--- src/rtl/param_sync_fifo_pkg.sv ---
// Shared constants, count-width helper and status flag bundle for param_sync_fifo.
package fifo_pkg;

    localparam int DEF_DATA_W   = 4;
    localparam int DEF_DEPTH    = 8;
    localparam int DEF_AE_LEVEL = 2;

    typedef struct packed {
        logic full;
        logic empty;
        logic almost_full;
        logic almost_empty;
    } fifo_status_t;

    // One extra bit so an occupancy of exactly DEPTH is representable.
    function automatic int cnt_w(input int depth);
        return $clog2(depth) + 1;
    endfunction

endpackage

--- src/rtl/param_sync_fifo_mem.sv ---
// DEPTH x DATA_W storage: one synchronous write port, one asynchronous read port; contents not reset.
module fifo_mem #(
    parameter int DATA_W = 4,
    parameter int DEPTH  = 8,
    parameter int AW     = 3
) (
    input  logic              clk,
    input  logic              we,
    input  logic [AW-1:0]     waddr,
    input  logic [DATA_W-1:0] wdata,
    input  logic [AW-1:0]     raddr,
    output logic [DATA_W-1:0] rdata
);

    logic [DATA_W-1:0] mem_q [DEPTH];

    always_ff @(posedge clk) begin
        if (we) begin
            mem_q[waddr] <= wdata;
        end
    end

    assign rdata = mem_q[raddr];

endmodule

--- src/rtl/param_sync_fifo.sv ---
// Parameterised synchronous FIFO with registered status flags and sticky error flags.
// Define PARAM_SYNC_FIFO_FWFT_EN for first-word-fall-through reads; default is registered read.
module param_sync_fifo
    import fifo_pkg::*;
#(
    parameter  int DATA_W   = DEF_DATA_W,
    parameter  int DEPTH    = DEF_DEPTH,
    parameter  int AF_LEVEL = DEPTH - 2,
    parameter  int AE_LEVEL = DEF_AE_LEVEL,
    localparam int CNT_W    = cnt_w(DEPTH)
) (
    input  logic              clk,
    input  logic              rst,
    input  logic              wr_en,
    input  logic [DATA_W-1:0] wr_data,
    input  logic              rd_en,
    input  logic              clr_err,
    output logic [DATA_W-1:0] rd_data,
    output logic              rd_valid,
    output logic              full,
    output logic              empty,
    output logic              almost_full,
    output logic              almost_empty,
    output logic [CNT_W-1:0]  count,
    output logic              overflow,
    output logic              underflow
);

    localparam int AW = CNT_W - 1;

    logic [CNT_W-1:0]  wr_ptr_q, wr_ptr_d;
    logic [CNT_W-1:0]  rd_ptr_q, rd_ptr_d;
    logic [CNT_W-1:0]  count_q, count_d;
    fifo_status_t      status_q, status_d;
    logic              overflow_q, overflow_d;
    logic              underflow_q, underflow_d;
    logic              wr_acc, rd_acc;
    logic [DATA_W-1:0] mem_rdata;

    fifo_mem #(
        .DATA_W (DATA_W),
        .DEPTH  (DEPTH),
        .AW     (AW)
    ) u_mem (
        .clk   (clk),
        .we    (wr_acc),
        .waddr (wr_ptr_q[AW-1:0]),
        .wdata (wr_data),
        .raddr (rd_ptr_q[AW-1:0]),
        .rdata (mem_rdata)
    );

    // A full FIFO still takes a write when a read frees the head slot that same cycle.
    always_comb begin
        rd_acc = rd_en && !status_q.empty;
        wr_acc = wr_en && (!status_q.full || rd_acc);

        wr_ptr_d = wr_acc ? wr_ptr_q + 1'b1 : wr_ptr_q;
        rd_ptr_d = rd_acc ? rd_ptr_q + 1'b1 : rd_ptr_q;

        count_d = count_q;
        case ({wr_acc, rd_acc})
            2'b10:   count_d = count_q + 1'b1;
            2'b01:   count_d = count_q - 1'b1;
            default: count_d = count_q;
        endcase

        status_d.full         = (count_d == CNT_W'(DEPTH));
        status_d.empty        = (count_d == '0);
        status_d.almost_full  = (count_d >= CNT_W'(AF_LEVEL));
        status_d.almost_empty = (count_d <= CNT_W'(AE_LEVEL));

        // New errors take priority over a same-cycle clear.
        overflow_d  = clr_err ? 1'b0 : overflow_q;
        underflow_d = clr_err ? 1'b0 : underflow_q;
        if (wr_en && !wr_acc) begin
            overflow_d = 1'b1;
        end
        if (rd_en && status_q.empty) begin
            underflow_d = 1'b1;
        end
    end

    always_ff @(posedge clk or posedge rst) begin
        if (rst) begin
            wr_ptr_q    <= '0;
            rd_ptr_q    <= '0;
            count_q     <= '0;
            status_q    <= '{full: 1'b0, empty: 1'b1, almost_full: 1'b0, almost_empty: 1'b1};
            overflow_q  <= 1'b0;
            underflow_q <= 1'b0;
        end else begin
            wr_ptr_q    <= wr_ptr_d;
            rd_ptr_q    <= rd_ptr_d;
            count_q     <= count_d;
            status_q    <= status_d;
            overflow_q  <= overflow_d;
            underflow_q <= underflow_d;
        end
    end

`ifdef PARAM_SYNC_FIFO_FWFT_EN
    assign rd_data  = mem_rdata;
    assign rd_valid = !status_q.empty;
`else
    logic [DATA_W-1:0] rd_data_q, rd_data_d;
    logic              rd_valid_q, rd_valid_d;

    always_comb begin
        rd_data_d  = rd_acc ? mem_rdata : rd_data_q;
        rd_valid_d = rd_acc;
    end

    always_ff @(posedge clk or posedge rst) begin
        if (rst) begin
            rd_data_q  <= '0;
            rd_valid_q <= 1'b0;
        end else begin
            rd_data_q  <= rd_data_d;
            rd_valid_q <= rd_valid_d;
        end
    end

    assign rd_data  = rd_data_q;
    assign rd_valid = rd_valid_q;
`endif

    assign count        = count_q;
    assign full         = status_q.full;
    assign empty        = status_q.empty;
    assign almost_full  = status_q.almost_full;
    assign almost_empty = status_q.almost_empty;
    assign overflow     = overflow_q;
    assign underflow    = underflow_q;

endmodule

--- config.mk ---
export PLATFORM = sky130hd
export DESIGN_NAME = param_sync_fifo
export DESIGN_NICKNAME = d
export VERILOG_FILES = /design/src/rtl/param_sync_fifo_pkg.sv /design/src/rtl/param_sync_fifo_mem.sv /design/src/rtl/param_sync_fifo.sv
export SDC_FILE = /design/constraint.sdc
export NUM_CORES = 1
export LEC_CHECK = 0
export CORE_ASPECT_RATIO = 0.6
export CORE_UTILIZATION = 30
export CTS_BUF_LIST = sky130_fd_sc_hd__clkbuf_8
export DETAILED_ROUTE_END_ITERATION = 12
export PLACE_DENSITY_LB_ADDON = 0.3
export SLEW_MARGIN = 20
export SYNTH_ARGS = -nofsm -noshare
export SYNTH_HDL_FRONTEND = slang
export SYNTH_SLANG_ARGS = --single-unit
--- constraint.sdc ---
create_clock -name clk -period 6.8 [get_ports clk]
set_clock_uncertainty 0.2 [all_clocks]
set_input_delay 1.02 -clock clk [delete_from_list [all_inputs] [get_ports clk]]
set_output_delay 1.02 -clock clk [all_outputs]
set_load 0.05 [all_outputs]
==> summary.txt, run 1 <==
Setup path
  • Crit path arrival time: approximately 4 ns
  • Critical Path Source: rd_en
  • Crit path max fanout: 13
  • Critical Path Start Type: input pin
  • Worst path required time: 6.80 ns
  • FF-to-FF Start: empty$_DFF_PP1_
  • Crit. End Element: flop
  • R2r worst-path depth: 10
  • Kind of critical path: in -> reg

Layout
  • Multi-input gate area: around 730 um^2
  • # fillers: 713
  • Share of layout cells above drive strength 1: 14.69%
  • Area growth, synth to finish: 20.04%
  • Sequential cell area: approximately 0.0015 mm^2
  • Design Area, Final: 0.002735 mm^2
  • Post-layout nets: 190
  • ANT cells: 0
  • Layout Cells excl Fill: 281

Placement
  • Final Wtd Congestion: between 0.7 and 0.8
  • PortBufs: 23
  • DP Area: 0.002601 mm^2
  • Pre-CTS setup slack: 2.513 ns
  • HPWL Detailed: 3091 um
  • Post-Place Cells: ~270

Worst hold path
  • Hold_sp: rd_data[0]$_DFFE_PP0P_
  • Worst hold stages: 2
  • HP Class: reg -> reg

Timing
  • Peak Freq: 0.2521 GHz
  • Slew Limit Fails: 0
  • Period utilisation layout: about three fifths
  • Setup Viol. Count Final: 0
  • WHS: roughly 0.3 ns
  • RSZ-0062 raised after global routing: false
  • Final min period: between 3 and 4 ns
  • Fin worst setup slack: about 2.8 ns
  • Worst slew pin tran: about 0.93 ns
  • Setup TNS: 0 ns
  • Final Hold Viols: 0
  • Slew HR: between 30% and 40%

CTS
  • Post-CTS sizing: 0
  • H-tree Lvls: 2
  • Setup Buffers After CTS: 0
  • # clock sinks: 53
  • Hold Buf Count CTS: 0
  • Clk buf depth: 2
  • Root Buffer: clkbuf_8
  • Reg clk slew, reported paths: approximately 0.1 ns
  • CTS tree: yes
  • CTS Buf Count: 5
  • Clk_lat worst skew: 0.31 ns

GRT
  • Largest net degree at the start of global routing: 22
  • Initial antenna violation count: 0
  • Total global-route track usage: between 10% and 20%
  • Total congestion overflow: 0
  • Vias in the first global route: 1176
  • Global-route wire length before repair: 6734 um

Routing
  • Via density: around 4.5
  • DR top layer: met4
  • Drt first-iter violations: 59
  • Drt pass-1 iters: 4
  • Met3 wire length: 239 um
  • Routed length on met2: between 1500 and 2000 um
  • Drt wl/cell: ~15 um
  • DR vias: 1271
  • Total Wirelength: between 4000 and 5000 um
  • # DRC: 0
  • Metal-1 WL: 2454 um
  • Post-route ant nets: 0

Logic synthesis
  • Yosys cell types: 38
  • Dominant synthesized flop cell: edfxtp_1
  • Synth Warn #: 0
  • Average cell area after synthesis: between 10 and 15 um^2
  • Ys async rst share: 39.62%
  • Synth area leader: edfxtp_1
  • Synthesized area: roughly 0.0023 mm^2
  • EDFF count, synth: 32
  • Mapped Nets: ~170
  • Area share of the largest cell type after synthesis: between 40% and 50%
  • #FFs+latches synth: 53
  • Area contributors post-synth: edfxtp_1, dfrtp_1, mux4_2
  • Mapped Cells: ~150
  • Sequential share of the synthesized area: ~65%

Die
  • Initial Util: between 30% and 40%
  • Die area: 0.007959 mm^2
  • CORE AREA: roughly 0.0073 mm^2
  • Die span in y: 69.51 um
  • Die Wd: approximately 110 um
  • I/O Pins: 24
  • Row count: 24

Outcome
  • Status: completed

Pwr
  • PD cells: around 490 mW/mm^2
  • Worst vdd ir: between 100 and 150 uV
  • Leakage power: 0.9792 nW

Flow run
  • Max-cap violations: 0
[routing by layer]
layer / track usage [%] / vias up
met5: 0 / -
met1: 19.81 / 630
li1: - / 606
met3: 3.322 / 5
met2: 13.74 / 30
met4: 2.165 / 0
[sequential cells by signal, indices dropped and copies added (netlist names)]
signal / cells
wr_ptr_q: 3
overflow: 1
full: 1
rd_ptr_q: 3
almost_full: 1
empty: 1
count: 4
underflow: 1
rd_data: 4
u_mem.mem_q: 32
rd_valid: 1
almost_empty: 1
[per-stage QoR]
step	total power, W	utilization, %
floorplan	0.0009444	-
global placement	0.001100	35.65
detailed placement	0.001104	35.65
CTS	0.001354	37.48
global route	0.001416	37.48
finish	0.001344	37.48
[cell usage in the layout (no fill, tap or decap), drive strengths merged, types with 4 or more instances in the layout]
master / n
edfxtp: 32
clkdlybuf4s50: 23
dfrtp: 19
nand2: 16
mux4: 8
o21ai: 7
nor2: 6
inv: 6
mux2i: 5
xnor2: 5
ha: 5
clkbuf: 5
nor3: 5
nand2b: 4
[cell usage after synthesis (all sizes together) (2+ instances only)]
cell type,n
nor2,6
xor2,2
inv,6
nor4,3
a21oi,3
nand2b,4
nand3,3
mux2,2
nand2,16
or3b,2
mux4,8
o21ai,7
mux2i,5
dfrtp,19
nor3b,2
xnor2,5
nor3,5
ha,5
buf,5
clkbuf,2
dfstp,2
edfxtp,32
[kinds of logic after synthesis]
logic type	after synthesis	synth area share [%]
adders and majority gates	5	2.746
muxes	15	11.09
DFF	53	65.35
buffers and inverters	13	2.636
xor gates and xnor gates	7	2.691
AOI/OAI and AO/OA	16	5.382
and+or+nand+nor	44	10.10
[worst max-delay path, cell delays in order]
cell	delay [ns]
clkdlybuf4s50_1	0.47
nand2b_1	0.28
a21boi_1	0.49
inv_2	0.14
ha_1	0.29
xor2_1	0.17
ha_1	0.19
a21oi_1	0.14
mux2i_1	0.23
xnor2_1	0.16
nor4_1	0.38
[power breakdown]
group | internal, W | switching (W) | leakage [nW]
clock network | 0.000146 | 0.000103 | 0.0681
registers | 0.000437 | 0.0000995 | 0.543
logic | 0.000232 | 0.000326 | 0.368
total | 0.000815 | 0.000529 | 0.979
[path summary, 6_finish.rpt]
path | end | slack [ns]
max | empty$_DFF_PP1_ | 2.83
min | rd_data[0]$_DFFE_PP0P_ | 0.29
max reg2reg | empty$_DFF_PP1_ | 3.56
min reg2reg | rd_data[0]$_DFFE_PP0P_ | 0.29
max in group asynchronous | rd_data[3]$_DFFE_PP0P_ | 4.92
min in group asynchronous | count[0]$_DFF_PP0_ | 0.96
[layout make-up]
| type | instances | share of cell area, % |
|---|---|---|
| clock buffer | 5 | 2.516 |
| clock inverter | 3 | 2.379 |
| inverter | 6 | 0.8234 |
| multi-input combinational | 87 | 26.67 |
| sequential | 53 | 54.44 |
| tap | 104 | 4.758 |
| timing repair buffer | 23 | 8.417 |
Note: power is estimated with default switching activity, not from simulation.
==> inputs of run 2 (changes only) <==
Clock period 6.8 ns to 4.1 ns, I/O delays scaled along.
==> run 2 against run 1 <==
Sequential power is 65% higher. First-iteration DRC count increased by 10%. Utilization increased by 0.41 points.
==> summary.txt, run 2 (synthesis results as in run 1) <==
Routing
  • DR vias: 1261 (-0.79%)
  • Post-route ant nets: 0 (unchanged)
  • Drt pass-1 iters: 5 (+1)
  • Via density: 4.425 (-2.2%)
  • Drt wl/cell: 15.12 um (-1.5%)
  • Drt first-iter violations: 65 (+10%)
  • Total Wirelength: 4309 um (about the same)
  • # DRC: 0 (unchanged)

Layout
  • Max FFs per register: 32 (unchanged)
  • Top reg by flops: u_mem.mem_q
  • Fin util: 37.89% (+0.41 points)
  • Commonest cells after routing, fill and taps aside: edfxtp_1, clkdlybuf4s50_1, dfrtp_1
  • Commonest non-fill, non-tap cell in the layout: edfxtp_1
  • Area growth, synth to finish: 21.36%
  • Share of layout cells above drive strength 1: 16.57% (+1.9 points)
  • ANT cells: 0 (unchanged)
  • Post-layout nets: 194 (+2.1%)

Die
  • CORE AREA: 0.007297 mm^2 (unchanged)
  • Initial Util: 31.22% (unchanged)
  • I/O Pins: 24 (unchanged)
  • Die area: 0.007959 mm^2 (unchanged)
  • Die Wd: 114.5 um (unchanged)
  • Row count: 24 (unchanged)
  • Die span in y: 69.51 um (unchanged)

Timing
  • Worst slew pin tran: 0.8538 ns (-0.07408 ns)
  • Period utilisation layout: slightly below 80%
  • Final Hold Viols: 0 (unchanged)
  • Final min period: 3.263 ns
  • Setup TNS: 0 ns (unchanged)
  • Slew Limit Fails: 0 (unchanged)
  • WHS: 0.2913 ns (+0.000006000 ns)
  • Fin worst setup slack: 0.8372 ns (-1.996 ns)
  • RSZ-0062 raised after global routing: false
  • Peak Freq: between 0.3 and 0.4 GHz
  • Setup Viol. Count Final: 0 (unchanged)
  • Slew HR: 43.02% (+5.4 points)

Setup path
  • Kind of critical path: in -> reg
  • Worst-path cell chain: clkdlybuf4s50_1 > nand2b_1 > a21boi_1 > buf_4 > inv_2 > ha_1 > xor2_1 > ha_1 > a21oi_1 > mux2i_1 > xnor2_1 > nor4_1
  • Critical Path Start Type: input pin
  • CP max-delay cell: nor4_1
  • Largest stage delay on the critical path: 0.49 ns (about the same)
  • Crit path max fanout: 6 (-7)
  • Worst path required time: 4.08 ns (-2.72 ns)
  • FF-to-FF End: empty$_DFF_PP1_
  • R2r worst-path depth: 10 (unchanged)
  • Crit path arrival time: 3.24 ns (-0.73 ns)
  • FF-to-FF Start: empty$_DFF_PP1_
  • R2r setup slk: 1.05 ns (-2.51 ns)
  • Crit. End Element: flop
  • Crit path top cell by count: ha_1

CTS
  • H-tree Lvls: 2 (unchanged)
  • CTS Buf Count: 5 (unchanged)
  • Reg clk slew, reported paths: 0.10 ns (about the same)
  • Post-CTS sizing: 0 (unchanged)
  • Setup Buffers After CTS: 0 (unchanged)
  • Root Buffer: clkbuf_8
  • # clock sinks: 53 (unchanged)
  • Clk buf depth: 2 (unchanged)
  • CTS tree: yes
  • Clk_lat worst skew: 0.31 ns (about the same)
  • Hold Buf Count CTS: 0 (unchanged)

GRT
  • Global-route wire length before repair: 7058 um (+4.8%)
  • Initial antenna violation count: 0 (unchanged)
  • Largest net degree at the start of global routing: 22 (unchanged)
  • Vias in the first global route: 1271 (+8.1%)
  • Total congestion overflow: 0 (unchanged)
  • Total global-route track usage: 12.34% (+0.78 points)

Pwr
  • Worst vdd ir: 203.3 uV (+55%)
  • Total power: 0.002248 W (+67%)
  • Leakage power: 0.9990 nW (+2.0%)
  • PD cells: 812.8 mW/mm^2 (+65%)

Placement
  • PortBufs: 23 (unchanged)
  • Pre-CTS setup slack: 0.5362 ns (-1.977 ns)
  • HPWL Detailed: 3120 um (+0.95%)
  • Final Wtd Congestion: 0.7791 (+3.2%)

Worst hold path
  • Hold_sp: rd_data[1]$_DFFE_PP0P_
  • HP Class: reg -> reg
  • Hold path endpoint: rd_data[1]$_DFFE_PP0P_
  • Worst hold stages: 2 (unchanged)

Outcome
  • Status: completed

Flow run
  • Max-cap violations: 0 (unchanged)
==> run 2: cell types whose count changed in the layout (fill, tap and decap cells not counted), sizes merged <==
cell,previous run,this run
buf,0,4
==> run 2: metal layers <==
layer,up-vias,GRT usage [%],part of all wire (%)
li1,613,-,-
met1,616,19.77,57
met2,24,15.42,37
met3,8,3.759,4.3
met4,0,3.896,1.3
met5,-,0,0
==> run 2: worst max-delay path by stage <==
stage	from	to	slack, ns	cells past startpoint
2_1_floorplan	rd_en	almost_full$_DFF_PP0_	1.29	10
3_3_place_gp	rd_en	empty$_DFF_PP1_	0.52	12
3_5_place_dp	rd_en	empty$_DFF_PP1_	0.54	12
4_1_cts	rd_en	empty$_DFF_PP1_	0.84	12
5_1_grt	rd_en	empty$_DFF_PP1_	0.65	12
6_report	rd_en	empty$_DFF_PP1_	0.84	12
==> run 2: final cells by class <==
cell class / instances / area, um^2
clock inverters: 3 / 65.06
inverters: 6 / 22.52
clock buffers: 5 / 68.82
flip-flops and latches: 53 / 1489
multi-input cells: 87 / 729.5
fillers: 711 / 4532
repair buffers: 27 / 260.3
well taps: 104 / 130.1
==> run 2: through the flow <==
| stage | std cells | area (um^2) |
|---|---|---|
| global route | 285 | 2765 |
| detailed placement | 277 | 2631 |
| finish | 285 | 2765 |
| global placement | 277 | 2631 |
| floorplan | 153 | 2278 |
| CTS | 285 | 2765 |
==> run 2: critical path, delay by kind of cell <==
kind	cells	cell delay [ns]
buffers and inverters	3	0.71
xor gates and xnor gates	2	0.35
AOI/OAI and AO/OA	2	0.30
adders and majority gates	2	0.43
muxes	1	0.26
and+or+nand+nor	2	0.57
==> run 2: power breakdown <==
part	switching, W	total, W	internal, W
clock	0.000173	0.000416	0.000242
sequential	0.000159	0.000884	0.000724
combinational	0.000551	0.000948	0.000397
==> inputs of run 3 (changes only) <==
Clock period 4.1 ns to 3.13 ns, I/O delays scaled along.
==> run 3 against run 2 <==
Sequential power increased by 32%. Die area unchanged. Combinational power increased by 33%. Critical path depth decreased by 1. Wire length increased by 0.81%. Setup slack got worse by 0.61 ns.
==> summary.txt, run 3 (synthesis results as in run 1) <==
Die
  • Initial Util: 31.22% (unchanged)
  • Row count: 24 (unchanged)
  • Die span in y: 69.51 um (unchanged)
  • Die Wd: 114.5 um (unchanged)
  • I/O Pins: 24 (unchanged)
  • Die area: 0.007959 mm^2 (unchanged)
  • CORE AREA: 0.007297 mm^2 (unchanged)

GRT
  • Initial antenna violation count: 0 (unchanged)
  • Total congestion overflow: 0 (unchanged)
  • Total global-route track usage: 11.99% (-0.35 points)
  • Largest net degree at the start of global routing: 22 (unchanged)
  • Global-route wire length before repair: 7003 um (-0.78%)
  • Vias in the first global route: 1266 (-0.39%)

Layout
  • Max FFs per register: 32 (unchanged)
  • Post-layout nets: 200 (+3.1%)
  • Top reg by flops: u_mem.mem_q
  • Commonest cells after routing, fill and taps aside: edfxtp_1, clkdlybuf4s50_1, dfrtp_1
  • Share of layout cells above drive strength 1: 19.25% (+2.7 points)
  • Multi-input gate area: 729.5 um^2 (unchanged)
  • # fillers: 685 (-3.7%)
  • Area growth, synth to finish: 21.69%
  • ANT cells: 0 (unchanged)
  • Commonest non-fill, non-tap cell in the layout: edfxtp_1
  • Sequential cell area: 0.001489 mm^2 (unchanged)

Setup path
  • CP Buf/Inv Count: 2 (-1)
  • Worst path required time: 3.12 ns (-0.96 ns)
  • Crit. End Element: flop
  • CP delay by family, top: buffers and inverters
  • Largest stage delay on the critical path: 0.49 ns (about the same)
  • Kind of critical path: in -> reg
  • Critical Path Start Type: input pin
  • Crit path arrival time: 2.89 ns (-0.35 ns)
  • Crit path max fanout: 5 (-1)
  • Crit path top cell by count: ha_1
  • Worst-path cell chain: clkdlybuf4s50_1 > nand2b_1 > a21boi_1 > inv_2 > ha_1 > xor2_1 > ha_1 > a21oi_1 > mux2i_1 > xnor2_1 > nor4_1
  • R2r setup slk: 0.25 ns (-0.80 ns)
  • CP max-delay cell: clkdlybuf4s50_1

Timing
  • Period utilisation layout: between 90% and 100%
  • Final Hold Viols: 0 (unchanged)
  • Fin worst setup slack: 0.2294 ns (-0.6078 ns)
  • Peak Freq: roughly 0.34 GHz
  • Slew HR: 43.13% (+0.11 points)
  • Setup Viol. Count Final: 0 (unchanged)
  • Final min period: slightly below 3 ns
  • RSZ-0062 raised after global routing: false
  • Slew Limit Fails: 0 (unchanged)
  • Worst slew pin tran: 0.8522 ns (-0.001648 ns)
  • WHS: 0.2958 ns (+0.004450 ns)

Routing
  • DR top layer: met4
  • Metal-1 WL: 2436 um (-0.94%)
  • Via density: 4.498 (+1.7%)
  • Total Wirelength: 4344 um (+0.81%)
  • DR vias: 1309 (+3.8%)
  • Routed length on met2: 1661 um (+3.4%)
  • Met3 wire length: 203 um (+9.7%)
  • Drt wl/cell: 14.93 um (-1.3%)
  • Drt first-iter violations: 101 (+55%)
  • Post-route ant nets: 0 (unchanged)
  • # DRC: 0 (unchanged)
  • Drt pass-1 iters: 4 (-1)

Outcome
  • Status: completed

Worst hold path
  • HP Class: reg -> reg

CTS
  • Hold Buf Count CTS: 0 (unchanged)
  • CTS tree: yes
  • Clk buf depth: 2 (unchanged)
  • Root Buffer: clkbuf_8
  • H-tree Lvls: 2 (unchanged)
  • Clk_lat worst skew: 0.31 ns (about the same)
  • Setup Buffers After CTS: 0 (unchanged)
  • Reg clk slew, reported paths: 0.09 ns (about the same)
  • # clock sinks: 53 (unchanged)
  • Post-CTS sizing: 0 (unchanged)
  • CTS Buf Count: 5 (unchanged)

Flow run
  • Max-cap violations: 0 (unchanged)

Pwr
  • PD cells: 1020 mW/mm^2 (+26%)
  • Internal Power: 0.001667 W (+22%)
  • Sequential share of power: 41.3% (+2.0 points)
  • Worst vdd ir: 242.6 uV (+19%)
  • Psw: 0.001162 W (+31%)
  • Net Sw Frac: 41.08% (+1.7 points)
  • Clock Power Share: 14.3% (-4.2 points)
  • Total power: 0.002829 W (+26%)
  • Logic gate share of total power: 44.4% (+2.2 points)
  • Leakage power: 1.013 nW (+1.4%)

Placement
  • PortBufs: 23 (unchanged)
  • HPWL Detailed: 3153 um (+1.0%)
  • Final Wtd Congestion: 0.7754 (-0.47%)
  • Pre-CTS setup slack: -0.02478 ns (-0.5610 ns)
==> run 3: final timing paths <==
check	endpoint	from	cells after the start
min	rd_data[2]$_DFFE_PP0P_	rd_data[2]$_DFFE_PP0P_	2
max in group asynchronous	count[3]$_DFF_PP0_	rst	2
max reg2reg	almost_empty$_DFF_PP1_	empty$_DFF_PP1_	10
max	almost_empty$_DFF_PP1_	rd_en	11
min reg2reg	rd_data[2]$_DFFE_PP0P_	rd_data[2]$_DFFE_PP0P_	2
min in group asynchronous	overflow$_DFFE_PP0P_	rst	2
==> run 3: worst reg2reg max path: stages, from the launching register on <==
cell and delay, ns:
dfstp_2 0.58, nand2b_1 0.14, buf_4 0.19, inv_1 0.11, ha_1 0.26, xor2_1 0.15
ha_1 0.18, a21oi_1 0.16, mux2i_1 0.24, xnor2_1 0.16, nor4_1 0.39
==> run 3: stage by stage <==
step | area [um^2] | TNS (ns) | utilization [%] | std cells
after floorplan | 2278 | 0 | - | 153
after CTS | 2773 | 0 | 38.00 | 291
after global routing | 2773 | 0 | 38.00 | 291
final | 2773 | 0 | 38.00 | 291
after detailed placement | 2676 | -0.02478 | 36.68 | 283
after global placement | 2676 | 0 | 36.68 | 283
==> run 3: cell type report <==
type,instances,area share [%]
Clock inverter,2,0.4964
Timing Repair Buffer,33,11.01
Inverter,6,0.8123
Multi-Input combinational cell,87,26.31
Clock buffer,6,2.978
Tap cell,104,4.693
Sequential cell,53,53.70
==> run 3: power groups by stage <==
stage,Combinational (W),Clock [W],Sequential [W]
2_1_floorplan,0.000688,0,0.00136
3_5_place_dp,0.00126,0,0.00119
4_1_cts,0.00126,0.000417,0.00117
5_1_grt,0.00135,0.000443,0.00121
3_3_place_gp,0.00125,0,0.00118
6_report,0.00126,0.000404,0.00117
==> run 3: layer usage <==
metal  track usage [%]  up-vias
met5                 0        -
met4             3.896        0
met3             3.322        7
met2             14.81       34
met1             19.52      641
li1                  -      627
